## config.mk

```make
export PLATFORM = sky130hd
export DESIGN_NAME = mii_tx_scheduler
export DESIGN_NICKNAME = d
export VERILOG_FILES = /design/src/rtl/mii_tx_scheduler.sv
export SDC_FILE = /design/constraint.sdc
export NUM_CORES = 1
export LEC_CHECK = 0
export ABC_AREA = 1
export CAP_MARGIN = 20
export CORE_UTILIZATION = 47
export CTS_CLUSTER_DIAMETER = 150
export DETAILED_ROUTE_END_ITERATION = 8
export GPL_TIMING_DRIVEN = 1
export PLACE_DENSITY = 0.77
export SYNTH_ARGS = -nofsm -noshare
export SYNTH_HDL_FRONTEND = slang
export SYNTH_SLANG_ARGS = --single-unit
```

## constraint.sdc

```tcl
create_clock -name clk -period 9.7 [get_ports clk]
set_input_delay 0.97 -clock clk [delete_from_list [all_inputs] [get_ports clk]]
set_output_delay 0.97 -clock clk [all_outputs]
set_load 0.005 [all_outputs]
```

## src/rtl/mii_tx_scheduler.sv

```systemverilog
// mii_tx_scheduler
//   Round-robin arbiter that shares one MII transmit generator between
//   N_REQ frame sources. One source is granted at a time. For the granted
//   frame it sequences tx_en/valid word by word, flags the last word with
//   mac_done, and then holds off for IPG_CYCLES idle cycles. Every output
//   is registered.
//
// Ports
//   clk          rising-edge clock
//   i_rst_n      synchronous active-low reset
//   i_req        level request per source
//   i_len        per-source frame length in 64-bit words, source k at [k*LEN_WIDTH +: LEN_WIDTH]
//   i_pause      backpressure, suppresses o_valid one cycle later
//   o_grant      one-hot grant
//   o_sel        index of the granted source
//   o_mii_tx_en  generator tx enable
//   o_valid      generator word valid
//   o_mac_done   high on the last valid word of the frame
//   o_word_cnt   index of the current word within the frame
//   o_busy       high while in TX or IPG
//   o_err_len    one-cycle pulse when a granted length is rejected
//   o_frame_cnt  completed-frame counter, wraps silently
//
// State table
//   S_IDLE | waiting for requests, arbitrates every cycle
//   S_TX   | streaming the granted frame, one word per valid cycle
//   S_IPG  | inter-packet gap, busy without tx_en
module mii_tx_scheduler #(
    parameter int N_REQ           = 4,
    parameter int LEN_WIDTH       = 11,
    parameter int MAX_FRAME_WORDS = 190,
    parameter int IPG_CYCLES      = 2
) (
    input  logic                       clk,
    input  logic                       i_rst_n,
    input  logic [N_REQ-1:0]           i_req,
    input  logic [N_REQ*LEN_WIDTH-1:0] i_len,
    input  logic                       i_pause,
    output logic [N_REQ-1:0]           o_grant,
    output logic [2:0]                 o_sel,
    output logic                       o_mii_tx_en,
    output logic                       o_valid,
    output logic                       o_mac_done,
    output logic [LEN_WIDTH-1:0]       o_word_cnt,
    output logic                       o_busy,
    output logic                       o_err_len,
    output logic [15:0]                o_frame_cnt
);

    localparam int PTR_W = (N_REQ < 2) ? 1 : $clog2(N_REQ);
    localparam int IPG_W = (IPG_CYCLES < 2) ? 1 : $clog2(IPG_CYCLES + 1);
    localparam logic [IPG_W-1:0] IPG_LOAD =
        (IPG_CYCLES > 0) ? IPG_W'(IPG_CYCLES - 1) : '0;
    localparam logic [N_REQ-1:0] ONE_HOT0 = {{(N_REQ-1){1'b0}}, 1'b1};

    typedef enum logic [1:0] {
        S_IDLE = 2'd0,
        S_TX   = 2'd1,
        S_IPG  = 2'd2
    } state_t;

    state_t               state_q, state_d;
    logic [PTR_W-1:0]     ptr_q, ptr_d;
    logic [LEN_WIDTH-1:0] len_q, len_d;
    logic [IPG_W-1:0]     ipg_q, ipg_d;

    logic [N_REQ-1:0]     grant_q, grant_d;
    logic [2:0]           sel_q, sel_d;
    logic                 tx_en_q, tx_en_d;
    logic                 valid_q, valid_d;
    logic                 done_q, done_d;
    logic [LEN_WIDTH-1:0] wc_q, wc_d;
    logic                 busy_q, busy_d;
    logic                 err_q, err_d;
    logic [15:0]          frame_cnt_q;
    logic                 frame_inc;

    logic                 found;
    logic [PTR_W-1:0]     winner;
    logic [LEN_WIDTH-1:0] win_len;
    logic                 len_ok;

    // Round-robin search: first requester at or after ptr, wrapping.
    always_comb begin
        found  = 1'b0;
        winner = '0;
        for (int k = 0; k < N_REQ; k++) begin
            int idx;
            idx = int'(ptr_q) + k;
            if (idx >= N_REQ) idx = idx - N_REQ;
            if (!found && i_req[idx]) begin
                found  = 1'b1;
                winner = idx[PTR_W-1:0];
            end
        end
    end

    always_comb begin
        win_len = '0;
        for (int k = 0; k < N_REQ; k++) begin
            if (PTR_W'(k) == winner) win_len = i_len[k*LEN_WIDTH +: LEN_WIDTH];
        end
        len_ok = (win_len != '0) && (win_len <= LEN_WIDTH'(MAX_FRAME_WORDS));
    end

    // State register plus all registered outputs.
    always_ff @(posedge clk) begin
        if (!i_rst_n) begin
            state_q <= S_IDLE;
            ptr_q   <= '0;
            len_q   <= '0;
            ipg_q   <= '0;
            grant_q <= '0;
            sel_q   <= '0;
            tx_en_q <= 1'b0;
            valid_q <= 1'b0;
            done_q  <= 1'b0;
            wc_q    <= '0;
            busy_q  <= 1'b0;
            err_q   <= 1'b0;
        end else begin
            state_q <= state_d;
            ptr_q   <= ptr_d;
            len_q   <= len_d;
            ipg_q   <= ipg_d;
            grant_q <= grant_d;
            sel_q   <= sel_d;
            tx_en_q <= tx_en_d;
            valid_q <= valid_d;
            done_q  <= done_d;
            wc_q    <= wc_d;
            busy_q  <= busy_d;
            err_q   <= err_d;
        end
    end

    // Kept in its own process and only written on reset or increment.
    always_ff @(posedge clk) begin
        if (!i_rst_n) begin
            frame_cnt_q <= '0;
        end else if (frame_inc) begin
            frame_cnt_q <= frame_cnt_q + 16'd1;
        end
    end

    // Next-state logic. done_q marks the last word currently on the bus.
    always_comb begin
        state_d = state_q;
        case (state_q)
            S_IDLE: begin
                if (found && len_ok) state_d = S_TX;
            end
            S_TX: begin
                if (done_q) state_d = (IPG_CYCLES == 0) ? S_IDLE : S_IPG;
            end
            S_IPG: begin
                if (ipg_q == '0) state_d = S_IDLE;
            end
            default: state_d = S_IDLE;
        endcase
    end

    // Output and datapath next values.
    always_comb begin
        ptr_d     = ptr_q;
        len_d     = len_q;
        ipg_d     = ipg_q;
        grant_d   = '0;
        sel_d     = '0;
        tx_en_d   = 1'b0;
        valid_d   = 1'b0;
        done_d    = 1'b0;
        wc_d      = '0;
        busy_d    = 1'b0;
        err_d     = 1'b0;
        frame_inc = 1'b0;
        case (state_q)
            S_IDLE: begin
                if (found) begin
                    ptr_d   = (winner == PTR_W'(N_REQ - 1)) ? '0 : winner + PTR_W'(1);
                    grant_d = ONE_HOT0 << winner;
                    sel_d   = 3'(winner);
                    if (len_ok) begin
                        len_d   = win_len;
                        tx_en_d = 1'b1;
                        busy_d  = 1'b1;
                        valid_d = ~i_pause;
                        done_d  = ~i_pause && (win_len == LEN_WIDTH'(1));
                    end else begin
                        err_d = 1'b1;
                    end
                end
            end
            S_TX: begin
                if (done_q) begin
                    frame_inc = 1'b1;
                    if (IPG_CYCLES > 0) begin
                        busy_d = 1'b1;
                        ipg_d  = IPG_LOAD;
                    end
                end else begin
                    grant_d = grant_q;
                    sel_d   = sel_q;
                    tx_en_d = 1'b1;
                    busy_d  = 1'b1;
                    // The word on the bus this cycle only counts if it was valid.
                    wc_d    = wc_q + LEN_WIDTH'(valid_q);
                    valid_d = ~i_pause;
                    done_d  = ~i_pause && (wc_d == len_q - LEN_WIDTH'(1));
                end
            end
            S_IPG: begin
                busy_d = (ipg_q != '0);
                if (ipg_q != '0) ipg_d = ipg_q - IPG_W'(1);
            end
            default: begin
                ptr_d = '0;
            end
        endcase
    end

    assign o_grant     = grant_q;
    assign o_sel       = sel_q;
    assign o_mii_tx_en = tx_en_q;
    assign o_valid     = valid_q;
    assign o_mac_done  = done_q;
    assign o_word_cnt  = wc_q;
    assign o_busy      = busy_q;
    assign o_err_len   = err_q;
    assign o_frame_cnt = frame_cnt_q;

endmodule

```

* Yosys cells after proc, flatten, opt, wreduce, memory -nomap -nowiden
Index checks and enable logic that the tools add are counted.
** Storage, ports and cells
- Bits in registers :: 56
- Output and inout port bits :: 39
- Input bits :: 51
- Logic and storage cells :: 135
** Operators by class
- Reductions and logical operators :: 23
- Add/subtract/negate cells :: 12
- Equal/unequal tests :: 13
- Shift-type cells :: 1
- Order comparisons :: 9
- Bitwise gates (word level) :: 4
- Multiplexer cells :: 60
** Operator list (count)
- < comparator 32 x 4 -> 1 bit (second input constant) :: 4
- two-way mux 32 bit :: 4
- two-way mux 11 bit :: 4
- two-way mux 1 bit :: 24
- two-way mux 2 bit :: 12
- adder 16 x 1 -> 16 bit (second input constant) :: 1
- AND reduction 3 bit :: 4
- subtractor 3 x 3 -> 4 bit (second input constant) :: 3
- adder 11 x 1 -> 11 bit :: 1
- == test 11 x 1 -> 1 bit (second input constant) :: 1
- == test 11 bit :: 1
- less-or-equal comparator 11 x 8 -> 1 bit (second input constant) :: 1
- nonzero test 11 bit :: 1
- subtractor 11 x 1 -> 11 bit (second input constant) :: 1
- inequality test 2 bit (second input constant) :: 5
- >= comparator 3 bit (second input constant) :: 3
- binary-select mux 1 bit (select 2 bit) :: 4
- two-way mux 4 bit :: 2
- one-hot mux 2 bit (2 select lines) :: 2
- one-hot mux 4 bit (2 select lines) :: 1
- logical AND 1 bit :: 7
- adder 2 x 2 -> 3 bit (second input constant) :: 2
- zero test 2 bit :: 3
- one-hot mux 1 bit (2 select lines) :: 3
- 20 further kinds :: 28

* Depth between registers and ports, before layout
- Word-level depth :: 25
- Gate-level depth with buffers :: 30

* Worst setup path before layout
No wires, ideal clock.
- Path type :: input port to flip-flop
- Start point :: in i_req[0]
- End point :: reg len_q[2]
- Library setup time :: 0.115 ns
- Data required time :: 9.585 ns
- Arrival :: 3.413 ns
- Buffers on the path :: 2
- Stages :: 25
- Path slack :: 6.172 ns
- Cells stage by stage :: inv_1 nand2_1 o21ai_1 nand2_1 o21ai_2 inv_2 nor3_4 nand2_1 o21ai_0 inv_1 ha_1 inv_1 buf_2 nand3_1 nand2_1 nand2_1 nor2_1 nand3_1 nand2_1 nand2_1 nand2_4 nor2_4 buf_6 o21ai_1 nor2_1
** On the way
- Cells in the longest elaborated chain, start to end :: 21
- Elaborated cells between the ends (all ways) :: 38
- Classes of those cells :: order compare (1); eq/ne (3); mux (24); reduce/logical (10)
** RTL lines
- start, declared :: RTL line 36 : input logic [N_REQ-1:0] i_req,
- binary-select mux 1 bit (select 2 bit) :: RTL line 91 : if (!found && i_req[idx]) begin
- two-way mux 1 bit (not written as such) (2 in series) :: RTL line 91
- two-way mux 1 bit :: RTL line 91
- zero test 1 bit :: RTL line 91
- logical AND 1 bit :: RTL line 91
- two-way mux 1 bit :: RTL line 91
- zero test 1 bit :: RTL line 91
- logical AND 1 bit :: RTL line 91
- two-way mux 1 bit :: RTL line 91
- zero test 1 bit :: RTL line 91
- logical AND 1 bit :: RTL line 91
- two-way mux 2 bit :: RTL line 91
- zero test 2 bit :: RTL line 101 : if (PTR_W'(k) == winner) win_len = i_len[k*LEN_WIDTH +: LEN_WIDTH];
- two-way mux 11 bit (4 in series) :: RTL line 101
- less-or-equal comparator 11 x 8 -> 1 bit or nonzero test 11 bit (tied branches) :: RTL line 103 : len_ok = (win_len != '0) && (win_len <= LEN_WIDTH'(MAX_FRAME_WORDS));
- logical AND 1 bit :: RTL line 103
- AND reduction 3 bit (no source line)
- end signal, assigned :: RTL line 124 : len_q <= len_d;
- end, declared :: RTL line 64 : logic [LEN_WIDTH-1:0] len_q, len_d;
Several ways; a longest one is shown, not always the timed one. The select of a mux whose other input is x is not followed.
A chain may end at the register's enable or synchronous reset.

* Worst setup path in the final report
- Start point :: in i_req[3]
- End point :: reg len_q[5]
The elaborated chain is that of the path after synthesis.

==> impl_results.md <==
- Top Metal Used: met4
- Dominant synthesized flop cell: dfxtp_1
- Max Cap Violations: 0
- Grt ovf: 0
- Seq/Total Area, Yosys: around 31%
- ANT nets after route: 0
- Final setup viols: 0
- Unrepaired setup endpoints after global routing: no
- First-pass GRT wire length: roughly 13000 um
- Via count: 3501
- Pwr Density: about 280 nW/um^2
- Lkg Pwr: around 0.0020 uW
- Final WS setup: about 5.3 ns
- Routed wire length: around 8000 um
- Hold Buf Count CTS: 0
- Multi-input gate area: around 2000 um^2
- Most frequent cells after synthesis: nand2_1 (133), inv_1 (74), nor2_1 (64), dfxtp_1 (55), nand3_1 (35)
- Synth cell types: 43
- DR pass1 iterations: 5
- TritonCTS clock tree: done
- Drt wl/cell: about 11 um
- Post-Syn Area: roughly 3500 um^2
- DP HPWL: slightly above 6000 um
- CTS Buf Count: 5
- Placed cell count: just over 700
- Mean post-synth cell area: 6.54 um^2
- Clock transition at the registers of the reported paths: 0.09 ns
- CP Max Fanout: 12
- Non-Filler Instances: 720
- Via-to-Cell Ratio: ~4.9
- CTS Sinks: 55
- CP required: 9.90 ns
- Top cell type by total area after synthesis: dfxtp_1
- Initial Util: between 40% and 50%
- Net count, final: roughly 680
- Critical path startpoint category: primary input
- Worst Skew: around 0.013 ns
- Die height: around 90 um
- H-tree Lvls: 2
- Most frequent cell after synthesis: nand2_1
- Die area: around 7800 um^2
- Wl on met1: 3730 um
- Slew Limit Fails: 0
- Hold WC Path Type: reg2reg
- Met3 routed wirelength: between 400 and 500 um
- Slew HR: just over 60%
- Die Span X: slightly below 90 um
- RD Place Congestion: 0.859
- Largest family of logic cells by synthesized area: simple AND/OR/NAND/NOR gates
- Multiplexer share of the synthesized area: 0%
- CTS max path bufs: 2
- Initial antenna violation count: 0
- Syn_nets: approximately 600
- Sequential Area: approximately 1100 um^2
- DRC viols: 0
- Top-area cell type share of the netlist area: 31.3%
- Outcome: finished clean
- Xor/xnor share of the synthesized area: 6.19%
- Layout cells sized above 1: a little over 6%
- Clock root buffer: clkbuf_8
- Setup bufs post-CTS: 0
- Arrival time worst endpoint: between 4 and 5 ns
- FILL cells: between 600 and 700
- Pin count of the biggest net entering global routing: 32
- Tmin final: around 4.4 ns
- Met2 WL: ~3800 um
- Fin. Hold Viols: 0
- Setup Slack @ Placement: roughly 5.0 ns
- Area delta synth->final: 30.0%
- Worst slew pin tran: ~0.57 ns
- Top cells by area, synth: dfxtp_1 (31%), nand2_1 (14%), inv_1 (7.9%)
- Adder-Cell Fraction of Synth Area: under 10%
- Critical path type: in2reg
- Post-synthesis compound-gate area fraction: between 10% and 20%
- PostCTS Resize Cnt: 0
- Top-Level Pins: 90
- Clock latency on the worst-skew pair: approximately 0.31 ns
- Site row count: 31
- Max Clk Rate: roughly 230 MHz
- Core box area: roughly 7300 um^2
- Period utilization: approximately 45%
- Post-Syn Instances: between 500 and 600
- Peak supply drop: 201 uV
- Post-Synth Simple-Gate Area: about a third
- Vias in the first global route: about 3.1k
- Post-Route Setup TNS: 0 ns
- YS warnings: 0
- Ant diodes: 0
- #FFs+latches synth: 55
- CP Capture Type: flip-flop
- GR Util All Layers: between 20% and 30%
- Number of port buffers: between 80 and 90
- Async SR Flop Fraction: 0%
- Starting DRC count in detailed routing: 138
- Number of flops mapped to enable cells by yosys: 0
[cell type report]
cell class | instances | area share, %
timing repair buffer | 89 | 19.9
clock inverter | 2 | 0.848
clock buffer | 6 | 1.59
tap | 99 | 2.71
multi-input combinational | 389 | 44.3
inverter | 80 | 6.62
sequential | 55 | 24.1
[routing by layer]
layer | track usage, % | vias up
li1 | - | 1853
met3 | 2.80 | 8
met2 | 37.6 | 104
met4 | 6.01 | 0
met5 | 0 | -
met1 | 27.0 | 1536
[path summary, 6_finish.rpt]
kind,from,to,slack (ns),cells after the start
worst max register to register,ptr_q[0],len_q[5],5.81,23
worst min register to register,len_q[10],len_q[10],0.45,2
worst min-delay path,len_q[10],len_q[10],0.45,2
worst max-delay path,i_req[3],len_q[5],5.34,24
[per-stage QoR]
step	utilization (%)	total power [uW]	hold slack (ns)	cell area, um^2
3_5_place_dp	61.2	1100	0.442	4440
3_3_place_gp	61.2	1080	0.444	4440
6_report	63.1	1270	0.454	4580
4_1_cts	62.7	1260	0.456	4550
5_1_grt	63.1	1400	0.493	4580
2_1_floorplan	-	956	0.431	3520
[critical path: stages]
cell,delay (ns)
clkdlybuf4s50_1,0.42
nand2_1,0.07
o21ai_1,0.10
nand2_1,0.12
nand2_1,0.12
nor3_4,0.22
nand2_1,0.11
o21ai_0,0.38
inv_1,0.13
ha_1,0.34
inv_1,0.35
nand3_1,0.14
nand2_1,0.11
nand2_1,0.11
nand2_1,0.07
nor2_1,0.04
nand2_1,0.07
nand2_2,0.07
inv_2,0.07
nand2_4,0.06
nor2_4,0.28
nand2_1,0.10
nand2_1,0.07
nor2_1,0.04
[report_power, final]
group | total [uW] | switching [uW] | leakage, uW | internal, uW
combinational | 833 | 532 | 0.00150 | 301
sequential | 279 | 22.6 | 0.000446 | 256
clock | 154 | 75.4 | 0.0000558 | 78.1
[flip-flops by register name (all words and copies together), names as in the netlist]
| name | count |
|---|---|
| o_mii_tx_en | 1 |
| ipg_q | 2 |
| ptr_q | 2 |
| o_mac_done | 1 |
| o_frame_cnt | 16 |
| o_grant | 4 |
| o_word_cnt | 11 |
| len_q | 11 |
| o_err_len | 1 |
| o_sel | 2 |
| o_valid | 1 |
| o_busy | 1 |
| state_q | 2 |
[cells in the final DEF (no fill, tap or decap), types with 5 or more instances in the layout]
| cell | count |
|---|---|
| inv_1 | 74 |
| nand3_1 | 35 |
| o21ai_0 | 20 |
| dfxtp_1 | 55 |
| nor3_1 | 9 |
| nand2_1 | 133 |
| nor2_1 | 64 |
| clkdlybuf4s50_1 | 88 |
| nand2_2 | 5 |
| o21ai_1 | 10 |
| ha_1 | 13 |
| xor2_1 | 20 |
| nand4_1 | 8 |
| inv_2 | 5 |
| a21oi_1 | 32 |
| clkbuf_8 | 5 |
| or2_1 | 5 |
[cells by family (layout without fill, tap and decap cells)]
group                      Yosys count  after routing
xor gates and xnor gates            24             24
adders and majority gates           13             13
DFF                                 55             55
buffers and inverters               94            177
other                                1              1
and+or+nand+nor                    277            277
AOI/OAI and AO/OA                   74             74
Power figures use the tool's default switching activity.
